[src/rtl/gp_regfile_wb_pkg.sv]
// Shared CPU definitions for the write-back register file slice:
// datapath/address widths, register count and hazard FSM state encoding.
package gp_regfile_wb_pkg;

  localparam int GP_DATA_W   = 10;
  localparam int GP_ADDR_W   = 3;
  localparam int GP_NUM_REGS = 1 << GP_ADDR_W;

  typedef enum logic {
    ST_RUN   = 1'b0,
    ST_STALL = 1'b1
  } hz_state_e;

endpackage

[src/rtl/gp_regfile_core.sv]
// General-purpose register array with write-back bypass onto both read ports.
// Register 0 is never written, so it always reads as zero.
module gp_regfile_core
  import gp_regfile_wb_pkg::*;
#(
  parameter int DATA_W = GP_DATA_W,
  parameter int ADDR_W = GP_ADDR_W
) (
  input  logic              clk,
  input  logic              reset,
  input  logic              wr_en,
  input  logic [ADDR_W-1:0] wb_addr,
  input  logic [DATA_W-1:0] wb_data,
  input  logic [ADDR_W-1:0] rd_addr1,
  input  logic [ADDR_W-1:0] rd_addr2,
  output logic [DATA_W-1:0] rd_data1,
  output logic [DATA_W-1:0] rd_data2
);

  localparam int NUM_REGS = 1 << ADDR_W;

  logic [DATA_W-1:0] regs_r [NUM_REGS];
  logic              wr_hit_s;

  // Gated by reset so the bypass cannot leak write data while in reset.
  assign wr_hit_s = reset && wr_en && (wb_addr != {ADDR_W{1'b0}});

  // Register array update with asynchronous clear.
  always_ff @(posedge clk or negedge reset) begin
    if (!reset) begin
      for (int i = 0; i < NUM_REGS; i++) begin
        regs_r[i] <= {DATA_W{1'b0}};
      end
    end else if (wr_hit_s) begin
      regs_r[wb_addr] <= wb_data;
    end else begin
      regs_r[wb_addr] <= regs_r[wb_addr];
    end
  end

  // Read port 1 with same-cycle write-back bypass.
  always_comb begin
    rd_data1 = regs_r[rd_addr1];
    if (wr_hit_s && (rd_addr1 == wb_addr)) begin
      rd_data1 = wb_data;
    end else begin
      rd_data1 = regs_r[rd_addr1];
    end
  end

  // Read port 2 with same-cycle write-back bypass.
  always_comb begin
    rd_data2 = regs_r[rd_addr2];
    if (wr_hit_s && (rd_addr2 == wb_addr)) begin
      rd_data2 = wb_data;
    end else begin
      rd_data2 = regs_r[rd_addr2];
    end
  end

endmodule

[src/rtl/gp_regfile_wb.sv]
// Write-back stage register file plus load-use hazard detection: a one-cycle
// stall FSM that freezes fetch/decode and injects a bubble, and a saturating stall counter.
module gp_regfile_wb
  import gp_regfile_wb_pkg::*;
#(
  parameter int DATA_W = GP_DATA_W,
  parameter int ADDR_W = GP_ADDR_W,
  parameter int CNT_W  = 8
) (
  input  logic              clk,
  input  logic              reset,
  input  logic [DATA_W-1:0] alu_result,
  input  logic [DATA_W-1:0] ram_rdata,
  input  logic              mem_re,
  input  logic              gp_reg_wb,
  input  logic [ADDR_W-1:0] wb_addr,
  input  logic [ADDR_W-1:0] rd_addr1,
  input  logic [ADDR_W-1:0] rd_addr2,
  output logic [DATA_W-1:0] rd_data1,
  output logic [DATA_W-1:0] rd_data2,
  input  logic              ex_mem_re,
  input  logic [ADDR_W-1:0] ex_dest_addr,
  output logic              pipe_en,
  output logic              bubble,
  output logic [CNT_W-1:0]  stall_cnt
);

  hz_state_e         state_r;
  hz_state_e         next_state_s;
  logic [DATA_W-1:0] wb_data_s;
  logic              hazard_s;
  logic              stall_enter_s;
  logic [CNT_W-1:0]  stall_cnt_r;

  assign wb_data_s = mem_re ? ram_rdata : alu_result;

  gp_regfile_core #(
    .DATA_W (DATA_W),
    .ADDR_W (ADDR_W)
  ) u_core (
    .clk      (clk),
    .reset    (reset),
    .wr_en    (gp_reg_wb),
    .wb_addr  (wb_addr),
    .wb_data  (wb_data_s),
    .rd_addr1 (rd_addr1),
    .rd_addr2 (rd_addr2),
    .rd_data1 (rd_data1),
    .rd_data2 (rd_data2)
  );

  // Reset gating keeps pipe_en/bubble at their idle values while reset is low.
  assign hazard_s = reset && ex_mem_re && (ex_dest_addr != {ADDR_W{1'b0}}) &&
                    ((ex_dest_addr == rd_addr1) || (ex_dest_addr == rd_addr2));

  // Hazard FSM state register.
  always_ff @(posedge clk or negedge reset) begin
    if (!reset) begin
      state_r <= ST_RUN;
    end else begin
      state_r <= next_state_s;
    end
  end

  // Hazard FSM next-state and pipeline control.
  always_comb begin
    next_state_s  = state_r;
    pipe_en       = 1'b1;
    bubble        = 1'b0;
    stall_enter_s = 1'b0;
    case (state_r)
      ST_RUN: begin
        if (hazard_s) begin
          next_state_s  = ST_STALL;
          pipe_en       = 1'b0;
          bubble        = 1'b1;
          stall_enter_s = 1'b1;
        end else begin
          next_state_s = ST_RUN;
        end
      end
      ST_STALL: begin
        next_state_s = ST_RUN;
      end
      default: begin
        next_state_s = ST_RUN;
      end
    endcase
  end

  // Saturating count of RUN->STALL transitions.
  always_ff @(posedge clk or negedge reset) begin
    if (!reset) begin
      stall_cnt_r <= {CNT_W{1'b0}};
    end else if (stall_enter_s && (stall_cnt_r != {CNT_W{1'b1}})) begin
      stall_cnt_r <= stall_cnt_r + {{(CNT_W-1){1'b0}}, 1'b1};
    end else begin
      stall_cnt_r <= stall_cnt_r;
    end
  end

  assign stall_cnt = stall_cnt_r;

endmodule

[config.mk]
export PLATFORM = sky130hd
export DESIGN_NAME = gp_regfile_wb
export DESIGN_NICKNAME = d
export VERILOG_FILES = /design/src/rtl/gp_regfile_wb_pkg.sv /design/src/rtl/gp_regfile_core.sv /design/src/rtl/gp_regfile_wb.sv
export SDC_FILE = /design/constraint.sdc
export NUM_CORES = 1
export LEC_CHECK = 0
export CORE_AREA = 2 2 106 108
export CTS_BUF_LIST = sky130_fd_sc_hd__clkbuf_16
export DETAILED_ROUTE_END_ITERATION = 8
export DIE_AREA = 0 0 108 110
export GPL_ROUTABILITY_DRIVEN = 1
export GPL_TIMING_DRIVEN = 0
export PLACE_DENSITY = 0.88
export REMOVE_ABC_BUFFERS = 1
export SLEW_MARGIN = 20
export SYNTH_ARGS = -nofsm -noshare
export SYNTH_HDL_FRONTEND = slang
export SYNTH_SLANG_ARGS = --single-unit
export TNS_END_PERCENT = 10
[constraint.sdc]
create_clock -name clk -period 1.9 [get_ports clk]
set_clock_uncertainty 0.2 [all_clocks]
set_input_delay 0.19 -clock clk [delete_from_list [all_inputs] [get_ports clk]]
set_output_delay 0.19 -clock clk [all_outputs]
set_load 0.005 [all_outputs]
* Word level (Yosys, flattened, before mapping)
Index checks and enable logic that the tools add are counted.
** Operators by class
- Add/sub/neg operators :: 1
- Magnitude comparators :: 4
- Equal/unequal tests :: 5
- Mux-type cells :: 22
- Bitwise gates (word level) :: 4
- Reductions and logical operators :: 12
** Operators with widths (number)
- bitwise mux 80 bit :: 2
- two-way mux 10 bit :: 10
- binary-select mux 10 bit (select 3 bit) :: 3
- two-way mux 80 bit :: 1
- demux 10 bit (select 3 bit) :: 1
- equality test 3 bit :: 4
- greater-or-equal comparator 4 bit, second input constant :: 3
- NOT 3 -> 4 bit :: 3
- logical AND 1 bit :: 9
- adder 8 x 1 -> 8 bit, second input constant :: 1
- inequality test 8 bit, second input constant :: 1
- nonzero test 3 bit :: 2
- less-than comparator 4 x 1 -> 1 bit, second input constant :: 1
- two-way mux 1 bit :: 4
- one-hot mux 1 bit (2 select lines) :: 1
- logical OR 1 bit :: 1
- NOT 1 bit :: 1
** Storage, ports and cells
- Register bits :: 89
- Bits of input ports :: 37
- Word-level logic and storage cells :: 58

* Longest topological paths before layout
Gate-level depths: netlist of run 1.
- Depth in word-level cells :: 7
- Gate-level depth with buffers :: 8

* Cells and area by module
A second synthesis of run 1 with hierarchy kept.
** Second synthesis, totals
- Cell total of the unflattened synthesis :: 551
- Area, all modules :: 6562.5 µm²
** By module, submodules not included
- gp_regfile_core :: instances 1, cells each 490, area each 5915.7 µm², sequential area each 2001.9 µm²
- gp_regfile_wb :: instances 1, cells each 61, area each 646.9 µm², sequential area each 225.2 µm²

* Worst setup path before layout of run 1
No wires, ideal clock.
- Kind :: register -> register
- From :: reg stall_cnt_r[2] (netlist: stall_cnt[2])
- To :: reg stall_cnt_r[1] (netlist: stall_cnt[1])
- Data arrival time :: 1.451 ns
- Data required time :: 1.573 ns
- Slack :: 0.122 ns
- Cell stages (with the launch flop) :: 6
- Buffers on the path :: 0
- Cells stage by stage :: dfrtp_1 -> and4_1 -> nand2_1 -> o21ai_1 -> or2_1 -> mux2_1
** On the way
- Word-level cells in the longest chain between the ends :: 2
** RTL lines
- start: declaration :: RTL line gp_regfile_wb.sv:33 : logic [CNT_W-1:0] stall_cnt_r;
- start signal: assignment :: RTL line gp_regfile_wb.sv:94 : stall_cnt_r <= {CNT_W{1'b0}};
- start signal: assignment :: RTL line gp_regfile_wb.sv:96 : stall_cnt_r <= stall_cnt_r + {{(CNT_W-1){1'b0}}, 1'b1};
- start signal: assignment :: RTL line gp_regfile_wb.sv:98 : stall_cnt_r <= stall_cnt_r;
- inequality test 8 bit :: RTL line gp_regfile_wb.sv:95 : end else if (stall_enter_s && (stall_cnt_r != {CNT_W{1'b1}})) begin
- logical AND 1 bit :: RTL line gp_regfile_wb.sv:95
No other way between the ends.
A chain may end at the register's enable or synchronous reset.

* Worst setup path after layout of run 1
- From :: reg u_core.regs_r[61] (netlist bit)
- To :: out rd_data1[1]
** On the way
- Word-level cells in the longest chain between the ends :: 4
** RTL lines
- start: declaration :: RTL line gp_regfile_core.sv:22 : logic [DATA_W-1:0] regs_r [NUM_REGS];
- start signal: indexed assignment :: RTL line gp_regfile_core.sv:32 : regs_r[i] <= {DATA_W{1'b0}};
- start signal: indexed assignment :: RTL line gp_regfile_core.sv:35 : regs_r[wb_addr] <= wb_data;
- start signal: indexed assignment :: RTL line gp_regfile_core.sv:37 : regs_r[wb_addr] <= regs_r[wb_addr];
- binary-select mux 10 bit (select 3 bit)
- two-way mux 10 bit (not written as such) (2 in series) :: RTL line gp_regfile_core.sv:47 : rd_data1 = regs_r[rd_addr1];
- two-way mux 10 bit :: RTL line gp_regfile_core.sv:44 : if (wr_hit_s && (rd_addr1 == wb_addr)) begin
- end: declaration :: RTL line gp_regfile_wb.sv:19 : output logic [DATA_W-1:0] rd_data1,
No other way between the ends. The select of a mux whose other input is x is not followed.

==> results of run 1 <==
## flip-flops by register name, summed over array words and instances, names as in the netlist
signal,cells
stall_cnt,8
state_r,1
u_core.regs_r,80
## routing by layer
layer / up-vias / part of all wire, %
met5: - / 0
met4: 0 / 5.9
met3: 115 / 10
met2: 454 / 49
met1: 2636 / 35
li1: 2233 / -
## metrics by stage
stage               power [mW]  hold slack (ns)  std cells  utilization [%]
floorplan                3.692          -0.3056        501                -
global placement         4.412           0.1997        707            59.47
detailed placement       4.569         0.001119        718            60.66
CTS                      6.868           0.1973        791            70.67
global route             7.410           0.2389        802            71.84
finish                   7.152           0.2330        802            71.84
## worst register-to-register path, stage by stage (launching register included)
cell and delay [ns]:
dfrtp_1 0.42, buf_4 0.15, buf_4 0.13, mux2i_1 0.16, o22a_1 0.16, o21ai_1 0.08, o22ai_2 0.27, o21ai_1 0.14
## logic make-up (layout without fill, tap and decap cells)
| logic type | Yosys count | count (layout) |
|---|---|---|
| compound gates | 138 | 138 |
| xor+xnor | 18 | 18 |
| fa+ha+maj | 1 | 1 |
| buf+inv | 58 | 166 |
| flops | 89 | 89 |
| mux | 101 | 101 |
| simple gates | 149 | 149 |
## timing repair
| item | CTS | global route |
|---|---|---|
| setup endpoints to repair | 101 | 38 |
| endpoints found under the hold margin | 89 | 21 |
| gates resized for setup | 147 | 46 |
| pin swaps | 10 | 14 |
| buffers inserted | 46 | 11 |
| hold buffers | 4 | 1 |
| gates cloned | 7 | 0 |
## Yosys cell counts (all sizes together) (3+ instances only)
cell type / instances
nand2: 104
a22oi: 3
nand2b: 5
o22ai: 11
nor3: 5
nand3b: 5
clkbuf: 35
mux4: 40
or2: 4
xor2: 14
buf: 18
nand3: 3
mux2i: 46
nor2: 3
inv: 5
and2b: 3
xnor2: 4
nor4: 4
o21ai: 103
dfrtp: 89
mux2: 15
and3b: 3
or3: 4
a21oi: 5
## final timing paths
kind / start / endpoint / slack, ns
min reg2reg: u_core.regs_r[78]$_DFFE_PN0P_ / u_core.regs_r[78]$_DFFE_PN0P_ / 0.23
min in group asynchronous: reset / u_core.regs_r[24]$_DFFE_PN0N_ / 0.27
max reg2reg: u_core.regs_r[2]$_DFFE_PN0N_ / u_core.regs_r[22]$_DFFE_PN0N_ / 0.04
max: u_core.regs_r[61]$_DFFE_PN0P_ / rd_data1[1] / -0.26
min: reset / state_r$_DFF_PN0_ / 0.23
max in group asynchronous: reset / stall_cnt[2]$_DFFE_PN0P_ / 0.50
## power groups by stage
stage,Clock (mW),Combinational (mW),Sequential [mW]
finish,2.07,2.40,2.68
detailed placement,0,1.89,2.68
global placement,0,1.79,2.62
floorplan,0,1.13,2.56
CTS,2.04,2.21,2.62
global route,2.15,2.55,2.71
## final cells by class
type,count,area (um^2)
inverters,5,18.77
clock inverters,7,118.9
fillers,637,3013
clock buffers,9,225.2
flip-flops and latches,89,2230
repair buffers,145,1478
multi-input cells,407,3440
well taps,140,175.2
## placed cells by master (no fill, tap or decap), drive strengths merged, types with 5 or more instances in the layout
cell type and instances:
dfrtp 89, a21oi 5, mux4 40, nand3b 5
xor2 14, nand2 104, clkdlybuf4s50 30, o21ai 103
inv 5, bufbuf 7, mux2 15, mux2i 46
nor3 5, o22ai 11, buf 93, nand2b 5
clkbuf 17
==> flow_summary.yaml, run 1 <==
status:
  status: "complete, but fails checks"
  violations: "setup timing"
layout:
  antennaDiodeCount: 0
  fin_nets: 695
  drive_gt1_share_pct: 35.35
  area_growth_pct: 32.17
  fin_area_mm2: 0.007685
critical_path:
  worstPathArrival_ns: 1.77
  crit_cells: 4
  path_delay_family: "multiplexers"
  cpMaxStageDelayCell: "mux4_2"
  cp.required_ns: 1.51
  crit_buf_inv: 1
  worst_r2r_path_depth: 7
  start_kind: "flop"
  path_class: "flop to output pin"
  crit_fanout: 4
  crit_chain: "mux4_2, mux2i_2, o21ai_2, buf_2"
  end_kind: "output pin"
  cpPeakStageDelay_ns: 0.48
placement:
  dp_hpwl_um: 10440
  dp_slack_ns: -2.036
  place_congestion: 0.8659
  post_dp_cell_area_mm2: 0.006489
  port-buffer-count: 66
clock_network:
  clock_latency_ns: 0.35
  cts_root_buf: "clkbuf_16"
  path_clk_slew_ns: 0.07
  numCtsBuffers: 9
  cts_tree: "yes"
  htree_levels: 3
  clk_path_buf_depth: 2
  cts_sinks: 89
pwr:
  p_sw_mw: 2.333
  power.share.switching_pct: 32.62
  p_leak_nw: 3.450
  intPower_mw: 4.819
  peakVddDrop_mv: 0.4698
  powerDensity_mw_per_mm2: 930.7
  p_clk_share_pct: 28.9
  seqPwrFrac_pct: 37.5
  p_comb_share_pct: 33.6
global_route:
  grt_pass1_wl_um: 29590
  use_met1_pct: 39.73
  antenna_found_initial: 0
  grt_pass1_vias: 5489
  grt_max_degree: 33
  grt_use_total_pct: 33.81
  grt_overflow: 0
  grt-busiest-layer: "met2"
  met2_usage_pct: 55.17
  met3_usage_pct: 9.994
synth:
  yosys_warnings: 0
  synth_top_family_by_area: "multiplexers"
  synthXorXnorAreaFrac_pct: 2.711
  synth_fa_ha_area_share_pct: 0.2152
  synth.avg_cell_area_um2: 10.50
  synth_simple_gate_area_share_pct: 11.96
  async_reset_ff_share_pct: 100.0
  synth.top_cell.area_share_pct: 38.30
  synthFlopType: "dfrtp_1"
  netlist_top_cells_area: "dfrtp_1 (38%), mux4_2 (15%), mux2i_1 (7.9%)"
  netlist_instances: 554
  synthMuxAreaShare_pct: 26.38
  synth_compound_area_share_pct: 15.15
  synth-edff-count: 0
  synth.largest_area_cell: "dfrtp_1"
  ys_seq_elements: 89
  yosysSeqAreaShare_pct: 38.30
  syn-cell-area_mm2: 0.005814
  ys_types: 57
routing:
  ant_nets: 0
  vias: 5438
  first_pass_iters: 5
  wire_per_inst_um: 25.28
  wl_um: 20270
  first_iter_violations: 612
  route.detailed.drc: 0
  viasPerCell: 6.781
sta:
  tightest_slew_ns: 1.069
  setup_viol: 21
  rsz0062_at_grt: "yes"
  fmax_ghz: 0.4630
  final.min_clock_period_ns: 2.160
  slew_headroom_pct: 28.50
  post-route-worst-setup-slack_ns: -0.2600
  layout_worst_path_cycle_share_pct: 113.7
  fin_tns_setup_ns: -3.141
  hold_viol: 0
  drv_slew: 0
floorplanning:
  rows: 38
  die_y_um: 110
  die_w_um: 108
  die_area_mm2: 0.01188
  ioPinCount: 67
  start_util_pct: 54.35
  core_mm2: 0.01070
hold_path:
  hold_depth: 6
  hold_path.class: "input port to flop"
flow_run:
  cap_violations: 0
(Power assumes the default switching activity.)
==> run 2, diff against run 1 <==
--- a/config.mk
+++ b/config.mk
@@ -11,6 +11,7 @@
 export DIE_AREA = 0 0 108 110
 export GPL_ROUTABILITY_DRIVEN = 1
 export GPL_TIMING_DRIVEN = 0
+export MAX_ROUTING_LAYER = met4
 export PLACE_DENSITY = 0.88
 export REMOVE_ABC_BUFFERS = 1
 export SLEW_MARGIN = 20
==> run 2 against run 1 <==
Net effect:
- the run still ends with setup timing left
- non-clock buffer count unchanged
- utilization fell by 0.11 points
- flip-flop and latch count unchanged
- clock power is essentially flat
- critical endpoint unchanged
- largest power group unchanged
==> flow_summary.yaml, run 2 (synthesis results as in run 1) <==
floorplanning:
  die_area_mm2: 0.01188
  start_util_pct: 54.35
  ioPinCount: 67
  rows: 38
  die_y_um: 110
  core_mm2: 0.01070
  die_w_um: 108
placement:
  port-buffer-count: 66
  dp.cells: 718
  dp_hpwl_um: 10440
  place_congestion: 0.8800
sta:
  tightest_slew_ns: 1.079
  setup_viol: 21
  rsz0062_at_grt: "yes"
  layout_worst_path_cycle_share_pct: 113.3
  slew_headroom_pct: 27.87
  hold_viol: 0
  final.min_clock_period_ns: 2.152
  fin_tns_setup_ns: -3.023
  holdWs_ns: 0.2312
  fmax_ghz: 0.4646
  drv_slew: 0
  post-route-worst-setup-slack_ns: -0.2522
routing:
  wl_met1_um: 7062
  route.detailed.drc: 0
  first_pass_iters: 8
  dr_wl_met3_um: 2199
  vias: 5479
  top_layer: "met4"
  viasPerCell: 6.832
  wire_per_inst_um: 25.11
  ant_nets: 0
  wl_um: 20140
  first_iter_violations: 633
  wl_met2_um: 9693
clock_network:
  path_clk_slew_ns: 0.07
  htree_levels: 3
  clk_path_buf_depth: 2
  numCtsBuffers: 9
  cts_sinks: 89
  cts_root_buf: "clkbuf_16"
  clock_latency_ns: 0.35
  cts_tree: "yes"
pwr:
  p_sw_mw: 2.328
  p_comb_share_pct: 33.6
  intPower_mw: 4.818
  p_leak_nw: 3.447
  peakVddDrop_mv: 0.4659
  power.share.switching_pct: 32.58
  seqPwrFrac_pct: 37.6
  finalPower_mw: 7.145
  powerDensity_mw_per_mm2: 931.1
  p_clk_share_pct: 28.9
critical_path:
  path_class: "flop to output pin"
  start_kind: "flop"
  worstPathArrival_ns: 1.76
  ff2ff_setup_slack_ns: 0.05
  r2r_start: "u_core.regs_r[0]$_DFFE_PN0N_"
  crit_path_start: "u_core.regs_r[21]$_DFFE_PN0N_"
  cp.required_ns: 1.51
  cp-endpoint: "rd_data1[1]"
  worst_r2r_path_depth: 6
  end_kind: "output pin"
  crit_fanout: 4
  reg2reg_to: "u_core.regs_r[20]$_DFFE_PN0N_"
layout:
  stdcell_count: 802
  final_common_cell: "nand2_1"
  regMostFlops: "u_core.regs_r"
  mostFrequentLayoutCells: "nand2_1 (97), dfrtp_1 (87), o21ai_1 (60), buf_4 (60), mux2i_1 (43)"
  antennaDiodeCount: 0
  num-fill-cells: 638
  fin_nets: 695
  area_growth_pct: 31.98
  drive_gt1_share_pct: 35.20
  utilization_pct: 71.73
  largest_reg_flops: 80
global_route:
  grt_pass1_vias: 5483
  grt_pass1_wl_um: 29570
  grt_max_degree: 33
  antenna_found_initial: 0
  grt_overflow: 0
  grt_use_total_pct: 34.80
hold_path:
  hold_path.class: "flop to flop"
status:
  violations: "setup timing"
  status: "complete, but fails checks"
flow_run:
  cap_violations: 0
run 2: cell count changes in the layout (fill, tap and decap cells not counted):
cell	before	now
o21ai_2	16	15
o21ai_1	59	60
buf_8	3	2
buf_4	59	60
run 2: timing repair:
action | CTS | global route
endpoints found under the hold margin | 89 | 21
pin swaps | 10 | 14
setup endpoints to repair | 101 | 38
gates cloned | 7 | 0
hold buffers | 4 | 1
resized for setup | 147 | 43
setup buffers | 46 | 11
run 2: area by class of cell:
cell class                 instances  area [um^2]  share of cell area, %
tap                              140        175.2                  2.283
multi-input combinational        407         3436                  44.77
clock inverter                     7        118.9                  1.549
clock buffer                       9        225.2                  2.935
timing repair buffer             145         1470                  19.16
inverter                           5        18.77                 0.2446
sequential                        89         2230                  29.06
run 2: metal layers:
| metal | vias up | GRT usage (%) |
|---|---|---|
| met4 | 0 | 21.61 |
| met5 | - | - |
| met2 | 461 | 54.90 |
| met3 | 121 | 8.760 |
| met1 | 2663 | 40.28 |
| li1 | 2234 | - |
run 2: power by group through the flow:
stage | Clock (mW) | Combinational [mW] | Sequential [mW]
3_3_place_gp | 0 | 1.79 | 2.62
5_1_grt | 2.15 | 2.54 | 2.71
4_1_cts | 2.04 | 2.21 | 2.62
6_report | 2.06 | 2.40 | 2.68
3_5_place_dp | 0 | 1.89 | 2.68
2_1_floorplan | 0 | 1.13 | 2.56
run 2: through the flow:
stage	setup WS, ns	area, um^2
2_1_floorplan	-0.7792	5527
3_3_place_gp	-6.744	6362
3_5_place_dp	-2.036	6489
4_1_cts	-0.2090	7560
5_1_grt	-0.2535	7674
6_report	-0.2522	7674
run 2: worst min-delay path by stage:
stage                                             start  slack [ns]                             to  depth (start not counted)
final                     u_core.regs_r[78]$_DFFE_PN0P_        0.23  u_core.regs_r[78]$_DFFE_PN0P_                          0
after global routing      u_core.regs_r[78]$_DFFE_PN0P_        0.24  u_core.regs_r[78]$_DFFE_PN0P_                          0
after CTS                                         reset        0.20              state_r$_DFF_PN0_                          6
after detailed placement                          reset       0.001              state_r$_DFF_PN0_                          1
after global placement    u_core.regs_r[70]$_DFFE_PN0P_        0.20  u_core.regs_r[70]$_DFFE_PN0P_                          0
after floorplan                                   reset       -0.31       stall_cnt[0]$_DFFE_PN0P_                          0
run 2: critical path: stages (launching register included):
cell,delay (ns)
dfrtp_1,0.44
mux4_2,0.48
mux2i_2,0.26
o21ai_2,0.10
buf_2,0.14
